### src/rtl/demod_pkg.sv
// demod_pkg: shared sizing and seg_bus slice helpers for the demod frame scheduler
package demod_pkg;
  localparam int SEGMENTS = 10;
  localparam int DATA_W = 32;
  localparam int DEMOD_LATENCY = 14;
  localparam int FIFO_DEPTH = 4;
  localparam int BUS_W = SEGMENTS * DATA_W;
  function automatic int seg_lo(input int k);
    return k * DATA_W;
  endfunction
endpackage

### src/rtl/demod_result_fifo.sv
// demod_result_fifo: registered first-word fall-through buffer for pipeline results
module demod_result_fifo #(
  parameter int DATA_W = 32,
  parameter int FIFO_DEPTH = 4
) (
  input  logic                         clk,
  input  logic                         reset,
  input  logic                         push,
  input  logic [DATA_W-1:0]            push_data,
  input  logic                         pop,
  output logic [DATA_W-1:0]            data,
  output logic [$clog2(FIFO_DEPTH):0]  count,
  output logic                         empty,
  output logic                         full
);
  localparam int AW = $clog2(FIFO_DEPTH);
  logic [DATA_W-1:0] mem [FIFO_DEPTH];
  logic [AW-1:0] wr, rd;
  logic do_pop;
  assign empty = count == '0;
  assign full = count == (AW+1)'(FIFO_DEPTH);
  assign do_pop = pop && !empty;
  assign data = empty ? '0 : mem[rd];
  always_ff @(posedge clk)
    if (push) mem[wr] <= push_data;
  always_ff @(posedge clk or posedge reset)
    if (reset) begin
      wr <= '0;
      rd <= '0;
      count <= '0;
    end else begin
      if (push) wr <= wr + 1'b1;
      if (do_pop) rd <= rd + 1'b1;
      count <= count + (AW+1)'(push) - (AW+1)'(do_pop);
    end
endmodule

### src/rtl/demod_frame_scheduler.sv
// demod_frame_scheduler: frame assembly, credit-gated issue and result buffering around the demod pipeline
module demod_frame_scheduler
  import demod_pkg::*;
#(
  parameter int SEGMENTS = demod_pkg::SEGMENTS,
  parameter int DATA_W = demod_pkg::DATA_W,
  parameter int LATENCY = demod_pkg::DEMOD_LATENCY,
  parameter int FIFO_DEPTH = demod_pkg::FIFO_DEPTH
) (
  input  logic                       clk,
  input  logic                       reset,
  input  logic [DATA_W-1:0]          s_data,
  input  logic                       s_valid,
  output logic                       s_ready,
  output logic [SEGMENTS*DATA_W-1:0] seg_bus,
  output logic                       issue,
  input  logic [DATA_W-1:0]          pipe_result,
  output logic [DATA_W-1:0]          m_data,
  output logic                       m_valid,
  input  logic                       m_ready,
  output logic                       busy,
  output logic [15:0]                frames_done
);
  localparam int IW = $clog2(SEGMENTS);
  localparam int CW = $clog2(FIFO_DEPTH) + 1;
  localparam logic [IW-1:0] LAST = IW'(SEGMENTS - 1);
  logic [IW-1:0] idx;
  logic [(SEGMENTS-1)*DATA_W-1:0] asm_q;
  logic hold_valid;
  logic [LATENCY-1:0] tokens;
  logic [CW-1:0] credits, fifo_count;
  logic last, accept, push, pop, fifo_empty, fifo_full;
  assign last = idx == LAST;
  // the final segment may land in the same cycle the held frame leaves
  assign s_ready = !(last && hold_valid && !issue);
  assign accept = s_valid && s_ready;
  assign issue = hold_valid && credits != '0;
  assign push = tokens[LATENCY-1] && !fifo_full;
  assign m_valid = !fifo_empty;
  assign pop = m_valid && m_ready;
  assign busy = idx != '0 || hold_valid || tokens != '0 || fifo_count != '0;
  always_ff @(posedge clk or posedge reset)
    if (reset) begin
      idx <= '0;
      asm_q <= '0;
      seg_bus <= '0;
      hold_valid <= 1'b0;
      tokens <= '0;
      credits <= CW'(FIFO_DEPTH);
      frames_done <= '0;
    end else begin
      if (accept) begin
        idx <= last ? '0 : idx + 1'b1;
        if (last) seg_bus <= {s_data, asm_q};
        else asm_q[idx*DATA_W +: DATA_W] <= s_data;
      end
      hold_valid <= (accept && last) || (hold_valid && !issue);
      tokens <= {tokens[LATENCY-2:0], issue};
      // credits reserve a FIFO slot for every frame issued into the non-stallable pipe
      credits <= credits - CW'(issue) + CW'(pop);
      if (pop) frames_done <= frames_done + 1'b1;
    end
  demod_result_fifo #(.DATA_W(DATA_W), .FIFO_DEPTH(FIFO_DEPTH)) u_fifo (
    .clk(clk),
    .reset(reset),
    .push(push),
    .push_data(pipe_result),
    .pop(pop),
    .data(m_data),
    .count(fifo_count),
    .empty(fifo_empty),
    .full(fifo_full)
  );
endmodule

### config.mk
export PLATFORM = sky130hd
export DESIGN_NAME = demod_frame_scheduler
export DESIGN_NICKNAME = d
export VERILOG_FILES = /design/src/rtl/demod_pkg.sv /design/src/rtl/demod_result_fifo.sv /design/src/rtl/demod_frame_scheduler.sv
export SDC_FILE = /design/constraint.sdc
export NUM_CORES = 1
export LEC_CHECK = 0
export ABC_AREA = 0
export CAP_MARGIN = 30
export CORE_MARGIN = 2
export CORE_UTILIZATION = 35
export CTS_BUF_LIST = sky130_fd_sc_hd__clkbuf_4 sky130_fd_sc_hd__clkbuf_8 sky130_fd_sc_hd__clkbuf_16
export CTS_CLUSTER_DIAMETER = 40
export DETAILED_ROUTE_END_ITERATION = 16
export PLACE_DENSITY = 0.67
export SETUP_SLACK_MARGIN = 0.2
export SYNTH_ARGS = -nofsm -noshare
export SYNTH_HDL_FRONTEND = slang
export SYNTH_SLANG_ARGS = --single-unit
### constraint.sdc
create_clock -name clk -period 65.3 [get_ports clk]
set_input_delay 19.59 -clock clk [delete_from_list [all_inputs] [get_ports clk]]
set_output_delay 19.59 -clock clk [all_outputs]
set_load 0.02 [all_outputs]
==> flow_metrics.env <==
export IMPL_grt_pass1_vias=19647
export IMPL_p_sw_w=0.0006322
export IMPL_cts_resized=0
export IMPL_post_cts_buffers=0
export IMPL_multi_input_area_um2=9990
export IMPL_worst_ep_required_time_ps=45710
export IMPL_utilization_pct=46.12
export IMPL_regArea_um2=20190
export IMPL_grt_usage_pct=18.57
export IMPL_fillerInstances=7702
export IMPL_drc_errors=0
export IMPL_pwr_share_seq_pct=36.4
export IMPL_synth_edf_count=128
export IMPL_cts_buffer_depth=3
export IMPL_grt_pass1_wl_um=126900
export IMPL_tightest_slew_ps=979.7
export IMPL_vias=18514
export IMPL_most_common_layout_cells="dfrtp_1, mux2_2, clkdlybuf4s50_1"
export IMPL_hp_class="flop to flop"
export IMPL_viasPerCell=4.954
export IMPL_synth_async_sr_flop_share_pct=83.61
export IMPL_leakage_nw=18.26
export IMPL_layout_commonest_cell="dfrtp_1"
export IMPL_antenna_found_initial=9
export IMPL_cts_hold_buf=0
export IMPL_rsz0062_at_grt="no"
export IMPL_fin_skew_ps=37.07
export IMPL_grt_max_degree=156
export IMPL_netlist_area_leader_share_pct=52.63
export IMPL_relSlewSlack_pct=34.69
export IMPL_fin_crit_ps=23330
export IMPL_vdd_drop_max_v=0.00002711
export IMPL_timing_fmax_ghz=0.04286
export IMPL_numPortBuffers=439
export IMPL_drt_first_pass_iters=5
export IMPL_nNetsFinal=2557
export IMPL_drtIter0Drc=1128
export IMPL_core_um2=88100
export IMPL_cts_tree="yes"
export IMPL_path_class="flop to output port"
export IMPL_routabilityCongestion=0.7978
export IMPL_worstSkewPairLatency_ps=670
export IMPL_syn_nets=2095
export IMPL_wl_per_cell_um=22.78
export IMPL_synthFlopType="dfrtp_1"
export IMPL_ys_warn_count=0
export IMPL_fin_tns_setup_ps=0
export IMPL_slew_viol_final=0
export IMPL_path_max_fanout=76
export IMPL_fp_dieW_um=301.6
export IMPL_critPathCaptureType="output port"
export IMPL_worst_ep_arrival_time_ps=3740
export IMPL_grt_overflow_total=0
export IMPL_power_density_nw_per_um2=47.34
export IMPL_cts_inserted_buffers=112
export IMPL_htree_levels=3
export IMPL_pwr_share_comb_pct=31.0
export IMPL_synth_area_um2=31000
export IMPL_syn_avg_cell_area_um2=15.41
export IMPL_dieArea_um2=90970
export IMPL_root_buffer="clkbuf_16"
export IMPL_setup_viol=0
export IMPL_die_y_um=301.6
export IMPL_rows=109
export IMPL_hold_viol_final=0
export IMPL_seq_area_frac_synth_pct=65.11
export IMPL_area_growth_pct=31.06
export IMPL_start_util_pct=35.19
export IMPL_drtAntennaViolNets=0
export IMPL_drv_cap=0
export IMPL_critical_path_startpoint_type="flop"
export IMPL_wl_um=85120
export IMPL_ys_ff_latch=781
export IMPL_synthCells=2012
export IMPL_power_internal_w=0.001291
export IMPL_pin_count=440
export IMPL_power_share_clock_pct=32.5
export IMPL_clk_pin_slew_ps=60
export IMPL_cts_sinks=781
export IMPL_dp_hpwl_um=56860
export IMPL_synth_cell_types=51
export IMPL_synth_area_leaders="dfrtp_1, mux2_2, edfxtp_1"
export IMPL_swShare_pct=32.87
export IMPL_run_status="completed"
export IMPL_yosysTopAreaCell="dfrtp_1"
export IMPL_drive_gt1_share_pct=32.65
export IMPL_fin_crit_sh_pct=35.73
-- metrics by stage --
stage / setup WS, ps / hold WS, ps / area, um2 / instances / total power (W)
after floorplan: 27410 / 354.0 / 31000 / 2012 / 0.001027
after global placement: 42220 / 362.2 / 36430 / 3515 / 0.001286
after detailed placement: 42100 / 367.4 / 36580 / 3523 / 0.001309
after CTS: 41820 / 377.5 / 40570 / 3733 / 0.001945
after global routing: 41700 / 386.2 / 40630 / 3736 / 0.002013
final: 41970 / 372.5 / 40630 / 3737 / 0.001924
-- synth_stat cells, types with 32 or more instances --
library cell  count
and2_1          102
clkbuf_1         51
o21ai_0          38
edfxtp_1        128
mux2_2          511
nand2_1          86
dfrtp_1         652
inv_1            49
nand4_1          38
and3_1           35
mux4_2           32
mux2i_1          32
-- cell type report --
cell class | instances | share of cell area (%)
Sequential cell | 781 | 49.69
Multi-Input combinational cell | 1057 | 24.59
Timing Repair Buffer | 473 | 11.83
Clock buffer | 129 | 7.394
Tap cell | 1165 | 3.588
Clock inverter | 81 | 2.430
Inverter | 49 | 0.4712
Antenna cell | 2 | 0.01232
-- path summary, 6_finish.rpt --
check | slack, ps | cells past startpoint | from | endpoint
max | 41970 | 6 | idx[0] | busy
min reg2reg | 370 | 0 | tokens[3] | tokens[4]
min | 370 | 0 | tokens[3] | tokens[4]
max reg2reg | 61130 | 6 | idx[0] | asm_q[250]
max in group asynchronous | 43350 | 6 | reset | asm_q[250]
min in group asynchronous | 19470 | 2 | reset | asm_q[176]
-- layer usage --
layer | wire, um | up-vias | global-route usage, %
li1 | - | 8133 | -
met1 | 34210 | 9659 | 22.98
met2 | 41330 | 537 | 30.36
met3 | 6016 | 181 | 5.374
met4 | 3536 | 4 | 7.885
met5 | 27 | - | 0
-- sequential cells by signal, summed over array words and instances, names as in the netlist --
register / count
seg_bus: 320
asm_q: 288
u_fifo.mem: 128
frames_done: 16
tokens: 14
idx: 4
credits: 3
u_fifo.count: 3
u_fifo.rd: 2
u_fifo.wr: 2
hold_valid: 1
-- cell families (layout without fill, tap and decap cells) --
| kind of cell | count (synthesis) | after routing | synth area share, % |
|---|---|---|---|
| XOR/XNOR | 24 | 24 | 0.6781 |
| other | 0 | 2 | 0 |
| buffers and inverters | 174 | 732 | 2.882 |
| flip-flops | 781 | 781 | 65.11 |
| adder cells (fa/ha/maj) | 15 | 15 | 0.6539 |
| AO/OA/AOI/OAI | 113 | 113 | 2.930 |
| multiplexers | 577 | 577 | 21.99 |
| AND/OR/NAND/NOR | 328 | 328 | 5.751 |
-- worst max-delay path, cell delays in order (launching register included) --
cell	delay (ps)
dfrtp_4	820
inv_1	250
ha_1	390
nor3b_1	630
and4_1	300
nand3_1	110
clkdlybuf4s50_1	580
-- power by group through the flow --
stage	Combinational [W]	Clock [W]	Sequential, W
2_1_floorplan	0.000261	0	0.000766
3_3_place_gp	0.000585	0	0.000702
3_5_place_dp	0.000601	0	0.000709
4_1_cts	0.000604	0.000638	0.000702
5_1_grt	0.000634	0.000660	0.000718
6_report	0.000596	0.000626	0.000701
Note: power is estimated with default switching activity, not from simulation.
